`src/rtl/rr_mux8_arbiter_pkg.sv`:
```
// Shared types and constants for the 8-way round-robin mux arbiter.
// Holds the state encoding, requester count, select width and a one-hot helper.
package rr_mux8_arbiter_pkg;

    localparam int N_REQ = 8;
    localparam int SEL_W = 3;

    typedef enum logic {
        ST_IDLE  = 1'b0,
        ST_GRANT = 1'b1
    } state_t;

    function automatic logic [N_REQ-1:0] onehot(input logic [SEL_W-1:0] idx);
        logic [N_REQ-1:0] v;
        v      = '0;
        v[idx] = 1'b1;
        return v;
    endfunction

endpackage

```
`src/rtl/rr_mux8_arbiter_if.sv`:
```
// Requester/consumer bundle around the arbiter: requests and source words in, grant/select and muxed word out.
// The arbiter binds the slave side; sources and the consumer sit on the master side.
interface rr_mux8_arbiter_if #(
    parameter int W = 8
);
    import rr_mux8_arbiter_pkg::*;

    logic [N_REQ-1:0]   req;
    logic [N_REQ*W-1:0] data_in;
    logic [N_REQ-1:0]   gnt;
    logic [SEL_W-1:0]   sel;
    logic               busy;
    logic [W-1:0]       dout;
    logic               dout_valid;
    logic               done;

    modport master (
        output req, data_in,
        input  gnt, sel, busy, dout, dout_valid, done
    );

    modport slave (
        input  req, data_in,
        output gnt, sel, busy, dout, dout_valid, done
    );

endinterface

```
`src/rtl/mux_8_to_1_str.sv`:
```
// Single-bit 8:1 mux cell built as a three-level tree of 2:1 stages.
// Purely combinational; s[0] selects at the leaf level.
module mux_8_to_1_str (
    input  logic [7:0] d,
    input  logic [2:0] s,
    output logic       y
);

    logic [3:0] lvl1;
    logic [1:0] lvl2;

    assign lvl1[0] = s[0] ? d[1] : d[0];
    assign lvl1[1] = s[0] ? d[3] : d[2];
    assign lvl1[2] = s[0] ? d[5] : d[4];
    assign lvl1[3] = s[0] ? d[7] : d[6];

    assign lvl2[0] = s[1] ? lvl1[1] : lvl1[0];
    assign lvl2[1] = s[1] ? lvl1[3] : lvl1[2];

    assign y = s[2] ? lvl2[1] : lvl2[0];

endmodule

```
`src/rtl/rr_pick8.sv`:
```
// Combinational round-robin picker: first set request at or after ptr, wrapping modulo 8.
// Zero latency; any=0 means idx is meaningless.
module rr_pick8
    import rr_mux8_arbiter_pkg::*;
(
    input  logic [N_REQ-1:0] req,
    input  logic [SEL_W-1:0] ptr,
    output logic             any,
    output logic [SEL_W-1:0] idx
);

    logic [SEL_W-1:0] cand;

    // Walk from the far end back toward ptr so the closest candidate is written last.
    always_comb begin
        any  = |req;
        idx  = '0;
        cand = '0;
        for (int k = N_REQ - 1; k >= 0; k--) begin
            cand = ptr + SEL_W'(k);
            if (req[cand]) begin
                idx = cand;
            end
        end
    end

endmodule

```
`src/rtl/rr_mux8_arbiter.sv`:
```
// Round-robin arbiter/sequencer for a shared 8:1 data mux with a per-tenure hold limit.
// Grant appears one cycle after a request is seen in IDLE, dout one cycle after each GRANT cycle; no backpressure.
module rr_mux8_arbiter
    import rr_mux8_arbiter_pkg::*;
#(
    parameter int W        = 8,
    parameter int MAX_HOLD = 16
) (
    input  logic clk,
    input  logic rst,
    rr_mux8_arbiter_if.slave bus
);

    localparam logic [7:0] HOLD_LAST = 8'(MAX_HOLD - 1);

    state_t           state_q, state_d;
    logic [N_REQ-1:0] gnt_q, gnt_d;
    logic [SEL_W-1:0] sel_q, sel_d;
    logic             busy_q, busy_d;
    logic [W-1:0]     dout_q, dout_d;
    logic             dout_valid_q, dout_valid_d;
    logic             done_q, done_d;
    logic [SEL_W-1:0] ptr_q, ptr_d;
    logic [7:0]       hold_cnt_q, hold_cnt_d;

    logic             pick_any;
    logic [SEL_W-1:0] pick_idx;
    logic [W-1:0]     mux_out;

    rr_pick8 u_pick (
        .req (bus.req),
        .ptr (ptr_q),
        .any (pick_any),
        .idx (pick_idx)
    );

    // One mux cell per data bit; column b gathers bit b of every source word.
    for (genvar b = 0; b < W; b++) begin : g_bit
        logic [N_REQ-1:0] col;
        for (genvar i = 0; i < N_REQ; i++) begin : g_src
            assign col[i] = bus.data_in[i*W + b];
        end
        mux_8_to_1_str u_mux (
            .d (col),
            .s (sel_q),
            .y (mux_out[b])
        );
    end

    always_comb begin
        state_d      = state_q;
        gnt_d        = gnt_q;
        sel_d        = sel_q;
        busy_d       = busy_q;
        dout_d       = dout_q;
        dout_valid_d = 1'b0;
        done_d       = 1'b0;
        ptr_d        = ptr_q;
        hold_cnt_d   = hold_cnt_q;

        case (state_q)
            ST_IDLE: begin
                if (pick_any) begin
                    state_d    = ST_GRANT;
                    gnt_d      = onehot(pick_idx);
                    sel_d      = pick_idx;
                    busy_d     = 1'b1;
                    hold_cnt_d = '0;
                end
            end
            ST_GRANT: begin
                // The word on the releasing edge is still captured.
                dout_d       = mux_out;
                dout_valid_d = 1'b1;
                hold_cnt_d   = hold_cnt_q + 8'd1;
                if (!bus.req[sel_q] || (hold_cnt_q == HOLD_LAST)) begin
                    state_d = ST_IDLE;
                    gnt_d   = '0;
                    busy_d  = 1'b0;
                    ptr_d   = sel_q + SEL_W'(1);
                    done_d  = 1'b1;
                end
            end
            default: begin
                state_d = ST_IDLE;
                gnt_d   = '0;
                busy_d  = 1'b0;
            end
        endcase
    end

    always_ff @(posedge clk or posedge rst) begin
        if (rst) begin
            state_q      <= ST_IDLE;
            gnt_q        <= '0;
            sel_q        <= '0;
            busy_q       <= 1'b0;
            dout_q       <= '0;
            dout_valid_q <= 1'b0;
            done_q       <= 1'b0;
            ptr_q        <= '0;
            hold_cnt_q   <= '0;
        end else begin
            state_q      <= state_d;
            gnt_q        <= gnt_d;
            sel_q        <= sel_d;
            busy_q       <= busy_d;
            dout_q       <= dout_d;
            dout_valid_q <= dout_valid_d;
            done_q       <= done_d;
            ptr_q        <= ptr_d;
            hold_cnt_q   <= hold_cnt_d;
        end
    end

    assign bus.gnt        = gnt_q;
    assign bus.sel        = sel_q;
    assign bus.busy       = busy_q;
    assign bus.dout       = dout_q;
    assign bus.dout_valid = dout_valid_q;
    assign bus.done       = done_q;

endmodule

```
`src/flat_wrapper.sv`:
```
// flat-port wrapper written by rule: the top's interface ports become plain ports
module rr_mux8_arbiter_flat import rr_mux8_arbiter_pkg::*;
#(
    parameter int W        = 8,
    parameter int MAX_HOLD = 16
)
  (clk, rst, bus_req, bus_data_in, bus_gnt, bus_sel, bus_busy, bus_dout, bus_dout_valid, bus_done);
  rr_mux8_arbiter_if #(.W(W)) bus_i ();
  input  logic clk;
  input  logic rst;
  input wire logic [$bits(bus_i.req)-1:0] bus_req;
  input wire logic [$bits(bus_i.data_in)-1:0] bus_data_in;
  output wire logic [$bits(bus_i.gnt)-1:0] bus_gnt;
  output wire logic [$bits(bus_i.sel)-1:0] bus_sel;
  output wire logic [$bits(bus_i.busy)-1:0] bus_busy;
  output wire logic [$bits(bus_i.dout)-1:0] bus_dout;
  output wire logic [$bits(bus_i.dout_valid)-1:0] bus_dout_valid;
  output wire logic [$bits(bus_i.done)-1:0] bus_done;
  assign bus_i.req = bus_req;
  assign bus_i.data_in = bus_data_in;
  assign bus_gnt = bus_i.gnt;
  assign bus_sel = bus_i.sel;
  assign bus_busy = bus_i.busy;
  assign bus_dout = bus_i.dout;
  assign bus_dout_valid = bus_i.dout_valid;
  assign bus_done = bus_i.done;
  rr_mux8_arbiter #(.W(W), .MAX_HOLD(MAX_HOLD)) u_core (.clk(clk), .rst(rst), .bus(bus_i));
endmodule
```
`config.mk`:
```
export PLATFORM = sky130hd
export DESIGN_NAME = rr_mux8_arbiter_flat
export DESIGN_NICKNAME = d
export VERILOG_FILES = /design/src/rtl/rr_mux8_arbiter_pkg.sv /design/src/rtl/rr_mux8_arbiter_if.sv /design/src/rtl/mux_8_to_1_str.sv /design/src/rtl/rr_pick8.sv /design/src/rtl/rr_mux8_arbiter.sv /design/src/flat_wrapper.sv
export SDC_FILE = /design/constraint.sdc
export NUM_CORES = 1
export LEC_CHECK = 0
export ABC_AREA = 1
export CAP_MARGIN = 25
export CORE_MARGIN = 2
export CORE_UTILIZATION = 49
export CTS_CLUSTER_DIAMETER = 80
export DETAILED_ROUTE_END_ITERATION = 10
export PLACE_DENSITY = 0.88
export SLEW_MARGIN = 20
export SYNTH_ARGS = -nofsm -noshare
export SYNTH_HDL_FRONTEND = slang
export SYNTH_SLANG_ARGS = --single-unit
```
`constraint.sdc`:
```
create_clock -name clk -period 3.6 [get_ports clk]
set_clock_uncertainty 0.1 [all_clocks]
set_input_delay 0.54 -clock clk [delete_from_list [all_inputs] [get_ports clk]]
set_output_delay 0.54 -clock clk [all_outputs]
set_load 0.05 [all_outputs]
```
==> flow_metrics.py <==
metrics = {
    "synth": {
        "syn_area_per_cell_sq_um": 6.77,
        "synth.area.top_cells": "dfrtp_1 33%, nand2_1 15%, o21ai_0 8.6%, nand3_1 8.2%, nor2_1 6.3%",
        "yosysTopAreaCellShare": 0.325,
        "synthSimpleGateAreaFrac": 0.387,
        "yosysMostFrequentCell": "nand2_1",
        "synth.area.mux_share": 0,
        "ys_seq_elements": 34,
        "synth_edf_count": 0,
        "syn_area_sq_um": 2620,
        "yosys-top-cells-count": "103 x nand2_1, 45 x o21ai_0, 44 x nor2_1",
        "synth_nets": 464,
        "ys.flop_type": "dfrtp_1",
        "async_flop_share": 1.00,
        "synth_compound_area_frac": 0.180,
        "synth_top_family_by_area": "simple AND/OR/NAND/NOR gates",
        "synth_xor_area_frac": 0.0172,
        "yosysUniqueCellTypes": 34,
        "synthCells": 386,
        "synthAdderAreaFrac": 0.0191,
        "synth_warnings": 0,
        "synth.largest_area_cell": "dfrtp_1",
        "ys_seq_area_frac": 0.325,
    },
    "setup_path": {
        "critPathLaunchType": "flip-flop",
        "crit_type": "flip-flop to flip-flop",
        "crit_required_ps": 3640,
        "critPathMaxFanout": 13,
        "r2r_cells": 16,
        "endpoint_kind": "flip-flop",
        "crit_arrival_ps": 2820,
    },
    "sta": {
        "period_minus_slack_ps": 2780,
        "worstMarginPinSlew_ps": 648,
        "setup_slack_ps": 820,
        "max_slew_margin": 0.568,
        "setup_viol": 0,
        "hold_violations": 0,
        "fmax_mhz": 360,
        "slew_violations": 0,
        "tns_ps": 0,
        "period_share": 0.772,
        "rsz0062_at_grt": "no",
        "hold_slack_ps": 381,
    },
    "global_routing": {
        "antenna_found_initial": 0,
        "grt_pass1_vias": 2973,
        "grt_max_degree": 38,
        "grt.total_usage": 0.296,
        "grt_pass1_wl_um": 14100,
        "grt_overflow_total": 0,
    },
    "floorplanning": {
        "pin_count": 96,
        "die_area_sq_um": 5940,
        "fp.coreArea_sq_um": 5140,
        "fp.dieW_um": 77.1,
        "initial_core_util": 0.509,
        "num_rows": 26,
        "fp.dieH_um": 77.1,
    },
    "finish": {
        "fillers": 475,
        "design_area_sq_um": 3690,
        "final-seq-area_sq_um": 851,
        "multi_input_area_sq_um": 1580,
        "syn_to_final_growth_pct": 41.0,
        "layout-drive-gt1-share": 0.0987,
        "final_nets": 553,
        "num_antenna_cells": 0,
    },
    "cts": {
        "cts.sinks": 34,
        "cts_tree": "built",
        "clkTransAtPathRegs_ps": 70,
        "clock_latency_ps": 290,
        "cts_hold_buf": 0,
        "cts_made_buffers": 5,
        "root_buffer": "clkbuf_8",
        "postCtsSetupBuffers": 0,
        "cts_buffer_depth": 2,
        "htree_levels": 2,
        "cts_resized": 0,
    },
    "routing": {
        "drtIter0Drc": 208,
        "wire_per_inst_um": 15.2,
        "via_per_inst": 5.51,
        "totalWireLength_um": 8270,
        "drtPass1Iterations": 5,
        "vias": 3006,
        "ant_nets": 0,
        "drc": 0,
    },
    "place": {
        "dp_slack_ps": 873,
        "placed_area_sq_um": 3600,
        "hpwl_um": 6330,
        "place_congestion": 0.978,
        "port_buffers": 95,
    },
    "power": {
        "leakage_uw": 0.00168,
        "power.internal_uw": 1580,
        "p_comb_frac": 0.718,
        "switching_power_uw": 2100,
        "swShare": 0.571,
        "power_frac_clock": 0.078,
        "p_total_uw": 3680,
        "p_per_area_nw_per_um2": 999,
        "peakVddDrop_v": 0.000662,
        "seqPwrFrac": 0.204,
    },
    "min_path": {
        "holdPathStages": 2,
        "min_path_type": "flip-flop to flip-flop",
    },
    "run": {
        "drv_cap": 0,
    },
    "run_status": {
        "run_status": "finished, final reports clean",
    },
}
## layer usage
metal,vias to the layer above,share of wire,track usage,routed length [um]
met3,22,0.077,0.0529,634
met1,1382,0.41,0.388,3430
met2,125,0.48,0.497,3970
met5,-,0,0,0
met4,0,0.029,0.0982,239
li1,1477,-,-,-
## flip-flops by register name (all words and copies together), names as in the netlist
register               cells
u_core.hold_cnt_q          8
u_core.bus.busy            1
u_core.bus.dout_valid      1
u_core.ptr_q               3
u_core.bus.gnt             8
u_core.bus.dout            8
u_core.state_q             1
u_core.bus.done            1
u_core.bus.sel             3
## cell type report
cell class              instances  area share
well taps                      70      0.0238
repair buffers                 97       0.262
inverters                      29      0.0309
multi-input cells             308       0.428
clock buffers                   7      0.0234
clock inverters                 1     0.00136
flip-flops and latches         34       0.231
## per-stage QoR
stage,utilization,std cells
3_3_place_gp,0.700,538
2_1_floorplan,-,386
6_report,0.717,546
5_1_grt,0.717,546
3_5_place_dp,0.700,538
4_1_cts,0.717,546
## worst paths after layout
path,from,to,slack (ps)
min,u_core.bus.dout[4]$_DFFE_PP0P_,u_core.bus.dout[4]$_DFFE_PP0P_,380
max in group asynchronous,rst,u_core.ptr_q[2]$_DFFE_PP0P_,2560
max reg2reg,u_core.ptr_q[0]$_DFFE_PP0P_,u_core.bus.sel[1]$_DFFE_PP0P_,820
max,u_core.ptr_q[0]$_DFFE_PP0P_,u_core.bus.sel[1]$_DFFE_PP0P_,820
min in group asynchronous,rst,u_core.bus.gnt[5]$_DFFE_PP0P_,530
min reg2reg,u_core.bus.dout[4]$_DFFE_PP0P_,u_core.bus.dout[4]$_DFFE_PP0P_,380
## worst max-delay path, stage by stage, from the launching register on
cell	delay (ps)
dfrtp_1	670
inv_2	170
ha_1	410
inv_1	220
nand3_1	160
nand3_2	110
nand2_2	70
a21oi_1	120
nand2_1	60
nand2_1	50
nand2_1	50
nand2_1	60
nand2_1	60
nand2_2	70
nand2_4	80
nand2_1	70
o21ai_0	90
## logic make-up (layout without fill, tap and decap cells)
group | Yosys count | after routing
adders and majority gates | 4 | 4
xor gates and xnor gates | 3 | 3
AOI/OAI and AO/OA | 77 | 77
DFF | 34 | 34
buffers and inverters | 44 | 134
and+or+nand+nor | 224 | 224
## cell usage in the layout, fill, tap and decap left out, drive strengths merged, types with 2 or more instances in the layout
master / instances
a21oi: 9
buf: 2
clkbuf: 7
clkdlybuf4s50: 95
clkinv: 3
dfrtp: 34
ha: 4
inv: 27
nand2: 119
nand3: 49
nand4: 2
nor2: 47
nor3: 3
o21ai: 47
o221ai: 18
xnor2: 2
## power by group through the flow
stage	Sequential, uW	Clock [uW]	Combinational [uW]
after global placement	740	0	2570
final	751	288	2640
after detailed placement	747	0	2610
after CTS	746	295	2630
after global routing	775	310	2950
after floorplan	999	0	1700
Power figures use the tool's default switching activity.
